`src/rtl/start_debouncer.sv`:
```
// Purpose : debounce a raw start trigger into a level, edge pulses and a held start request.
// Latency : level/edges/request change SYNC_STAGES+STABLE_TICKS edges after in_btn changes; ack drops req on the sampling edge.
// Backpr. : request held until in_ack; presses seen while a request is outstanding pulse out_missed and are not queued.
//
// Ports:
//    in_clk     - system clock (rising edge)
//    in_rst     - asynchronous active-low reset
//    in_btn     - raw asynchronous, bouncing trigger
//    in_ack     - acknowledge from downstream FSM (only honoured while a request is pending)
//    out_level  - debounced level of in_btn
//    out_rise   - one-cycle pulse on debounced 0->1
//    out_fall   - one-cycle pulse on debounced 1->0
//    out_req    - start request, held until acknowledged
//    out_missed - one-cycle pulse: debounced rise while a request/hold was in progress
//    out_cnt    - count of acknowledged requests, wraps
module start_debouncer #(
   parameter int STABLE_TICKS = 5,
   parameter int SYNC_STAGES  = 2,
   parameter int CNT_BITS     = 8
) (
   input  logic                in_clk,
   input  logic                in_rst,
   input  logic                in_btn,
   input  logic                in_ack,
   output logic                out_level,
   output logic                out_rise,
   output logic                out_fall,
   output logic                out_req,
   output logic                out_missed,
   output logic [CNT_BITS-1:0] out_cnt
);

   localparam int CW = $clog2(STABLE_TICKS) + 1;
   localparam logic [CW-1:0] LAST = CW'(STABLE_TICKS - 1);

   localparam logic [1:0] ST_IDLE = 2'd0;
   localparam logic [1:0] ST_REQ  = 2'd1;
   localparam logic [1:0] ST_HOLD = 2'd2;

   logic [SYNC_STAGES-1:0] sync_q, sync_d;
   logic [CW-1:0]          stab_q, stab_d;
   logic                   level_q, level_d;
   logic                   rise_q, rise_d;
   logic                   fall_q, fall_d;
   logic                   req_q, req_d;
   logic                   missed_q, missed_d;
   logic [CNT_BITS-1:0]    cnt_q, cnt_d;
   logic [1:0]             state_q, state_d;
   logic                   sync_out;

   assign sync_out = sync_q[SYNC_STAGES-1];

   always_comb begin
      sync_d   = {sync_q[SYNC_STAGES-2:0], in_btn};
      stab_d   = stab_q;
      level_d  = level_q;
      rise_d   = 1'b0;
      fall_d   = 1'b0;
      req_d    = req_q;
      missed_d = 1'b0;
      cnt_d    = cnt_q;
      state_d  = state_q;

      // Any return to the current level throws away the partial count,
      // so only an uninterrupted run of STABLE_TICKS cycles flips the level.
      if (sync_out == level_q) begin
         stab_d = '0;
      end else if (stab_q == LAST) begin
         level_d = sync_out;
         stab_d  = '0;
         rise_d  = sync_out;
         fall_d  = ~sync_out;
      end else begin
         stab_d = stab_q + 1'b1;
      end

      case (state_q)
         ST_IDLE: begin
            // in_ack is deliberately not looked at here, even if it
            // coincides with the rise event.
            if (rise_d) begin
               state_d = ST_REQ;
               req_d   = 1'b1;
            end
         end
         ST_REQ: begin
            if (in_ack) begin
               req_d   = 1'b0;
               cnt_d   = cnt_q + 1'b1;
               state_d = ST_HOLD;
            end
            if (rise_d) missed_d = 1'b1;
         end
         ST_HOLD: begin
            // Re-arm only after a debounced release, so a button still held
            // after the ack cannot launch a second request.
            if (!level_q) state_d = ST_IDLE;
            if (rise_d) missed_d = 1'b1;
         end
         default: begin
            state_d = ST_IDLE;
            req_d   = 1'b0;
         end
      endcase
   end

   always_ff @(posedge in_clk or negedge in_rst) begin
      if (!in_rst) begin
         sync_q   <= '0;
         stab_q   <= '0;
         level_q  <= 1'b0;
         rise_q   <= 1'b0;
         fall_q   <= 1'b0;
         req_q    <= 1'b0;
         missed_q <= 1'b0;
         cnt_q    <= '0;
         state_q  <= ST_IDLE;
      end else begin
         sync_q   <= sync_d;
         stab_q   <= stab_d;
         level_q  <= level_d;
         rise_q   <= rise_d;
         fall_q   <= fall_d;
         req_q    <= req_d;
         missed_q <= missed_d;
         cnt_q    <= cnt_d;
         state_q  <= state_d;
      end
   end

   assign out_level  = level_q;
   assign out_rise   = rise_q;
   assign out_fall   = fall_q;
   assign out_req    = req_q;
   assign out_missed = missed_q;
   assign out_cnt    = cnt_q;

endmodule

```
`config.mk`:
```
export PLATFORM = sky130hd
export DESIGN_NAME = start_debouncer
export DESIGN_NICKNAME = d
export VERILOG_FILES = /design/src/rtl/start_debouncer.sv
export SDC_FILE = /design/constraint.sdc
export NUM_CORES = 1
export LEC_CHECK = 0
export CAP_MARGIN = 5
export CORE_UTILIZATION = 45
export DETAILED_ROUTE_END_ITERATION = 8
export HOLD_SLACK_MARGIN = 0.08
export PLACE_DENSITY = 0.68
export SLEW_MARGIN = 20
export SYNTH_ARGS = -nofsm -noshare
export SYNTH_HDL_FRONTEND = slang
export SYNTH_SLANG_ARGS = --single-unit
```
`constraint.sdc`:
```
create_clock -name in_clk -period 2.3 [get_ports in_clk]
set_input_delay 0.46 -clock in_clk [delete_from_list [all_inputs] [get_ports in_clk]]
set_output_delay 0.46 -clock in_clk [all_outputs]
set_load 0.01 [all_outputs]
```
-- Yosys cells after proc, flatten, opt, wreduce, memory -nomap -nowiden
Cells that the tools add are included.
- flip-flop bits (word level): 21
- input port bits: 4
- output and inout port bits: 13
- word-level logic and storage cells: 42
- $add $sub $neg: 2
- equality and inequality tests: 7
- mux-type cells: 15
- bitwise operators: 3
- reductions and logical operators: 6
- operator list (kind ; count):
    adder 8 x 1 -> 8 bit, second input constant ; 1
    two-way mux 1 bit ; 8
    two-way mux 4 bit ; 2
    two-way mux 2 bit ; 3
    != test 2 bit, second input constant ; 3
    one-hot mux 2 bit (3 select lines) ; 1
    AND reduction 3 bit ; 2
    adder 4 x 1 -> 4 bit, second input constant ; 1
    equality test 4 x 3 -> 1 bit, second input constant ; 1
    AND reduction 2 bit ; 2
    inverter 1 bit ; 3
    one-hot mux 1 bit (3 select lines) ; 1
    equality test 2 x 1 -> 1 bit, second input constant ; 1
    equality test 2 bit, second input constant ; 1
    zero test 2 bit ; 1
    OR reduction 2 bit ; 1
    equality test 1 bit ; 1

-- Depth between registers and ports, before layout
Gate-level depths: netlist of the first run.
- depth in word-level cells: 5
- mapped depth: 6
- depth with buffers taken out: 6

-- Worst setup path after synthesis of the first run
OpenSTA, ideal clock, no wires.
- kind: register to register
- start: reg stab_q[0]
- end: reg state_q[1]
- library setup time: 127 ps
- data arrival time: 1579 ps
- required time: 2173 ps
- slack: 594 ps
- cell stages (with the launch flop): 7
- buffers on the path: 0
- period minus slack after synthesis: 1706 ps
- cells stage by stage: dfrtp_1 -> inv_1 -> ha_1 -> nand3b_4 -> or3b_4 -> a21oi_2 -> mux2_1
- longest elaborated chain between the ends: 5
- RTL lines (element ; RTL line ; RTL):
    start: declaration ; 41 ; logic [CW-1:0] stab_q, stab_d;
    start signal: assignment ; 120 ; stab_q <= stab_d;
    equality test 4 x 3 -> 1 bit ; 68 ; end else if (stab_q == LAST) begin
    two-way mux 1 bit ; 68 ;
    two-way mux 1 bit ; 66 ; if (sync_out == level_q) begin
    != test 2 bit (no source line) ; n/a ;
    AND reduction 3 bit (no source line) ; n/a ;
    end signal: assignment ; 127 ; state_q <= state_d;
    end: declaration ; 48 ; logic [1:0] state_q, state_d;
Every way passes these cells.
A chain may end at the register's enable or synchronous reset.

-- Final worst setup path of the first run
Ends and elaborated chain as after synthesis.

==> results.py, run 1 <==
metrics = {
    "logic_synthesis": {
        "synth_xor_xnor_area_share_pct": 8.46,
        "seq_area_frac_synth_pct": 56.4,
        "yosysUniqueCellTypes": 23,
        "ys_ff_latch": 21,
        "yosys_warnings": 0,
        "syn_area_per_cell_um2": 12.1,
        "synth_top_family_by_area": "simple AND/OR/NAND/NOR gates",
        "synth_nets": 88,
        "yosys.area_share.simple_pct": 15.4,
        "synth_compound_area_share_pct": 4.30,
        "synth_fa_ha_area_share_pct": 9.40,
        "yosys-mux-area-fraction_pct": 3.62,
        "synth_cells": 77,
        "syn_area_um2": 932,
    },
    "setup_path": {
        "required_ns": 2.49,
        "crit_type": "register to register",
        "path_delay_family": "simple AND/OR/NAND/NOR gates",
        "crit_chain": "inv_1 > ha_1 > nand3b_4 > or3b_4 > a21oi_2 > mux2_1",
        "start_kind": "register",
        "timing.rr.end": "state_q[1]",
        "end_kind": "register",
        "reg2regPathDepth": 6,
        "cpMaxStageDelayCell": "dfrtp_1",
        "crit_path_max_incr_delay_ns": 0.43,
        "path_max_fanout": 4,
        "reg2reg_from": "stab_q[0]",
        "cp.buffers_inverters": 1,
        "r2r_slack_ns": 0.48,
        "crit_arrival_ns": 2.01,
    },
    "finish": {
        "layout_commonest_cell": "dfrtp_1",
        "final_cells": 125,
        "antenna_cells": 0,
        "final_cell_area_mm2": 0.00116,
        "fillerInstances": 189,
        "syn2layout_area_growth_pct": 24.4,
        "final_cell_mix": "dfrtp_1 (21), clkdlybuf4s50_1 (16), nand2_1 (7), ha_1 (7)",
        "layout-drive-gt1-share_pct": 9.18,
        "utilization_pct": 59.1,
        "fin_nets": 110,
    },
    "power_and_ir_drop": {
        "p_switching_w": 0.000315,
        "ir_worst_vdd_v": 0.000479,
        "finalPower_w": 0.000991,
        "leakagePower_nw": 0.561,
        "p_int_w": 0.000676,
        "power_frac_seq_pct": 51.4,
        "powerDensity_mw_per_mm2": 855,
        "comb_power_share_pct": 31.3,
        "clock_power_share_pct": 17.3,
        "switching_share_pct": 31.8,
    },
    "timing": {
        "timing.final.crit_share_pct": 79.3,
        "fmax_mhz": 548,
        "clock_skew_ns": 0.00158,
        "setup_viol_count_final": 0,
        "slew_viol_final": 0,
        "rsz0062_at_grt": "false",
        "hold_viol": 0,
        "period_needed_ns": 1.82,
        "worst_pin_slew_ns": 0.258,
        "fin_tns_setup_ns": 0,
        "slew_headroom_pct": 82.8,
    },
    "flow_run": {
        "maxCapViolations": 0,
    },
    "routing": {
        "drc": 0,
        "drt_iter0_drc": 4,
        "ant_nets": 0,
        "routed_via_density": 4.78,
        "wl_per_cell_um": 11.5,
        "wl_um": 1440,
        "vias": 598,
        "drtPass1Iterations": 2,
    },
    "clocking": {
        "ctsResizeCount": 0,
        "cts_tree": "yes",
        "clk_latency_ns": 0.29,
        "clockRootBuffer": "clkbuf_4",
        "clk_pin_slew_ns": 0.11,
        "post_cts_buffers": 0,
        "cts_hold_buf": 0,
        "numCtsBuffers": 3,
        "cts.sinks": 21,
        "htreeDepth": 1,
        "clk_path_buf_depth": 2,
    },
    "floorplanning": {
        "rows": 16,
        "pin_count": 17,
        "initial_core_util_pct": 47.5,
        "dieHeight_um": 47.5,
        "die_area_mm2": 0.00226,
        "die_w_um": 47.5,
        "core_area_mm2": 0.00196,
    },
    "outcome": {
        "status": "finished, final reports clean",
    },
    "global_route": {
        "first_global_vias": 495,
        "grt_max_degree": 22,
        "grt_use_total_pct": 13.9,
        "globalRouteOverflowTotal": 0,
        "grt_pass1_wl_um": 2080,
        "antenna_found_initial": 0,
    },
    "place": {
        "dp_hpwl_um": 1090,
        "place_area_mm2": 0.00113,
        "gp_congestion": 0.733,
        "port_buffers": 16,
        "dp.cells": 121,
    },
    "worst_hold_path": {
        "whs_endpoint": "sync_q[1]",
        "hold_depth": 0,
        "hold_start": "sync_q[0]",
        "min_path_type": "register to register",
    },
}
==> power groups by stage <==
| stage | sequential (W) | combinational (W) | clock [W] |
|---|---|---|---|
| finish | 0.000510 | 0.000310 | 0.000172 |
| global route | 0.000522 | 0.000353 | 0.000201 |
| CTS | 0.000512 | 0.000316 | 0.000180 |
| detailed placement | 0.000520 | 0.000314 | 0 |
| global placement | 0.000516 | 0.000307 | 0 |
| floorplan | 0.000521 | 0.000179 | 0 |
==> routing by layer <==
| layer | routed length [um] | part of all wire [%] | GRT usage (%) | vias to the layer above |
|---|---|---|---|---|
| met2 | 760 | 53 | 21.9 | 6 |
| met3 | 38 | 2.6 | 2.26 | 2 |
| met1 | 624 | 43 | 17.0 | 297 |
| met4 | 14 | 0.97 | 10.3 | 0 |
| met5 | 0 | 0 | 0 | - |
| li1 | - | - | - | 293 |
==> sequential cells by signal, indices dropped and copies added, names as in the netlist <==
name,count
out_level,1
out_fall,1
out_cnt,8
out_req,1
out_missed,1
stab_q,4
sync_q,2
state_q,2
out_rise,1
==> stage by stage <==
step | worst slack [ns] | hold slack [ns]
2_1_floorplan | 0.594 | 0.164
3_3_place_gp | 0.537 | 0.336
3_5_place_dp | 0.468 | 0.341
4_1_cts | 0.454 | 0.368
5_1_grt | 0.404 | 0.382
6_report | 0.475 | 0.369
==> area by class of cell <==
cell class / count / area [um^2] / area share [%]
inverters: 6 / 22.5 / 1.94
well taps: 27 / 33.8 / 2.91
flip-flops and latches: 21 / 526 / 45.3
clock buffers: 4 / 26.3 / 2.27
repair buffers: 17 / 168 / 14.5
multi-input cells: 50 / 384 / 33.1
==> how the worst max path moves through the flow <==
| stage | from | endpoint | depth (start not counted) |
|---|---|---|---|
| floorplan | stab_q[0] | state_q[1] | 6 |
| global placement | stab_q[0] | state_q[1] | 6 |
| detailed placement | stab_q[0] | state_q[1] | 6 |
| CTS | stab_q[0] | state_q[1] | 6 |
| global route | stab_q[0] | state_q[1] | 6 |
| finish | stab_q[0] | state_q[1] | 6 |
==> kinds of logic after synthesis <==
group           count (synthesis)
compound gates                  5
mux                             3
simple gates                   26
buf+inv                         6
flops                          21
fa+ha+maj                       7
xor+xnor                        9
==> worst reg2reg max path: cells and delay by family, from the launching register on <==
family	cells	cell delay, ns
adder cells (fa/ha/maj)	1	0.21
flip-flops	1	0.43
multiplexers	1	0.32
AO/OA/AOI/OAI	1	0.15
AND/OR/NAND/NOR	2	0.53
buffers and inverters	1	0.08
==> synth_stat cells <==
library cell / number / share of area (%)
a21o_1: 1 / 0.81
a21oi_1: 1 / 0.54
a21oi_2: 1 / 0.94
and2_1: 2 / 1.3
and3_1: 1 / 0.67
dfrtp_1: 21 / 56
ha_1: 7 / 9.4
inv_1: 6 / 2.4
mux2_1: 1 / 1.2
mux2_2: 2 / 2.4
nand2_1: 7 / 2.8
nand3_1: 2 / 1.1
nand3b_4: 1 / 2.1
nand4_1: 1 / 0.67
nor2_1: 6 / 2.4
nor2b_1: 1 / 0.67
nor3_1: 3 / 1.6
nor3b_1: 1 / 0.81
o22a_1: 1 / 0.94
o32a_1: 1 / 1.1
or3b_4: 1 / 1.2
xnor2_1: 6 / 5.6
xor2_1: 3 / 2.8
No activity file was read; power rests on OpenSTA's default activity.
==> run 2, diff against run 1 <==
==> constraint.sdc (replaced) <==
create_clock -name in_clk -period 1.9 [get_ports in_clk]
set_input_delay 0.38 -clock in_clk [delete_from_list [all_inputs] [get_ports in_clk]]
set_output_delay 0.38 -clock in_clk [all_outputs]
set_load 0.01 [all_outputs]
==> results.py, run 2 (same netlist as run 1, synthesis figures left out) <==
metrics = {
    "timing": {
        "clock_skew_ns": 0.00306,
        "hold_viol": 0,
        "slew_viol_final": 0,
        "worst_pin_slew_ns": 0.265,
        "fin_tns_setup_ns": 0,
        "whs_ns": 0.364,
        "timing.final.crit_share_pct": 95.1,
        "period_needed_ns": 1.81,
        "slew_headroom_pct": 82.4,
        "fmax_mhz": 553,
        "rsz0062_at_grt": "false",
        "setup_viol_count_final": 0,
    },
    "floorplanning": {
        "dieHeight_um": 47.5,
        "initial_core_util_pct": 47.5,
        "core_area_mm2": 0.00196,
        "die_area_mm2": 0.00226,
        "die_w_um": 47.5,
        "rows": 16,
        "pin_count": 17,
    },
    "flow_run": {
        "maxCapViolations": 0,
    },
    "setup_path": {
        "required_ns": 2.08,
        "reg2reg_from": "stab_q[0]",
        "start_kind": "register",
        "timing.rr.end": "state_q[1]",
        "reg2regPathDepth": 6,
        "r2r_slack_ns": 0.09,
        "crit_type": "register to register",
        "path_max_fanout": 4,
        "crit_arrival_ns": 1.99,
        "end_kind": "register",
    },
    "clocking": {
        "clk_pin_slew_ns": 0.11,
        "clk_latency_ns": 0.29,
        "htreeDepth": 1,
        "cts_tree": "yes",
        "post_cts_buffers": 0,
        "clockRootBuffer": "clkbuf_4",
        "cts_hold_buf": 0,
        "numCtsBuffers": 3,
        "clk_path_buf_depth": 2,
        "cts.sinks": 21,
        "ctsResizeCount": 0,
    },
    "routing": {
        "routed_via_density": 4.66,
        "vias": 583,
        "drtPass1Iterations": 4,
        "ant_nets": 0,
        "drc": 0,
        "wl_um": 1320,
        "wl_per_cell_um": 10.6,
        "drt_iter0_drc": 5,
    },
    "outcome": {
        "status": "finished, final reports clean",
    },
    "worst_hold_path": {
        "hold_start": "sync_q[0]",
        "min_path_type": "register to register",
        "whs_endpoint": "sync_q[1]",
        "hold_depth": 0,
    },
    "finish": {
        "register_area_um2": 526,
        "layout-drive-gt1-share_pct": 10.2,
        "final_cell_mix": "dfrtp_1 (21), clkdlybuf4s50_1 (16), nand2_1 (7), ha_1 (7)",
        "syn2layout_area_growth_pct": 24.6,
        "layout_commonest_cell": "dfrtp_1",
        "fillerInstances": 189,
        "antenna_cells": 0,
        "fin_nets": 110,
        "largest_register_ff_count": 8,
        "multi_input_area_um2": 384,
    },
    "place": {
        "gp_congestion": 0.800,
        "port_buffers": 16,
        "dp_hpwl_um": 1030,
    },
    "power_and_ir_drop": {
        "leakagePower_nw": 0.564,
        "powerDensity_mw_per_mm2": 1030,
        "ir_worst_vdd_v": 0.000613,
    },
    "global_route": {
        "grt_use_total_pct": 13.8,
        "grt_pass1_wl_um": 2090,
        "grt_max_degree": 22,
        "globalRouteOverflowTotal": 0,
        "antenna_found_initial": 0,
        "first_global_vias": 518,
    },
}
## run 2: cell types whose count changed in the layout (fill, tap and decap cells not counted), sizes merged
cell	change
clkbuf	-1
clkinv	+1
## run 2: area by class of cell
class                      count  share of cell area (%)
timing repair buffer          17                    14.4
clock inverter                 1                   0.431
inverter                       6                    1.94
multi-input combinational     50                    33.1
sequential                    21                    45.3
tap                           27                    2.91
clock buffer                   3                    1.94
## run 2: power by group
part / internal (W) / total (W) / switching, W
Sequential: 0.000528 / 0.000614 / 0.0000862
Combinational: 0.000208 / 0.000374 / 0.000166
Clock: 0.0000782 / 0.000205 / 0.000127
Total: 0.000814 / 0.00119 / 0.000378
## run 2: how the worst max path moves through the flow
| stage | startpoint | cells past startpoint | slack, ns | endpoint |
|---|---|---|---|---|
| 3_3_place_gp | stab_q[0] | 6 | 0.17 | state_q[1] |
| 5_1_grt | stab_q[0] | 6 | 0.02 | state_q[1] |
| 4_1_cts | stab_q[0] | 6 | 0.08 | state_q[1] |
| 3_5_place_dp | stab_q[0] | 6 | 0.09 | state_q[1] |
| 6_report | stab_q[0] | 6 | 0.09 | state_q[1] |
| 2_1_floorplan | stab_q[0] | 6 | 0.19 | state_q[1] |
## run 2: critical path, cell delays in order, from the launching register on
cell and delay [ns]:
dfrtp_1 0.43, inv_1 0.07, ha_1 0.20, nand3b_4 0.10, or3b_4 0.41, a21oi_2 0.15, mux2_1 0.33
## run 2: per-stage QoR
stage | instance area (um^2) | setup slack, ns | utilization, % | instances | total power (W)
global route | 1160 | 0.0161 | 59.2 | 125 | 0.00128
global placement | 1130 | 0.165 | 57.8 | 121 | 0.000998
CTS | 1160 | 0.0818 | 59.2 | 125 | 0.00122
finish | 1160 | 0.0923 | 59.2 | 125 | 0.00119
floorplan | 932 | 0.194 | - | 77 | 0.000847
detailed placement | 1130 | 0.0942 | 57.8 | 121 | 0.00100
## run 2: metal layers
metal  global-route usage (%)  up-vias  wire length [um]
met5                        0        -                 0
met4                     8.57        0                14
met3                     2.26        2                33
met2                     22.5        6               665
met1                     17.0      280               606
li1                         -      295                 -
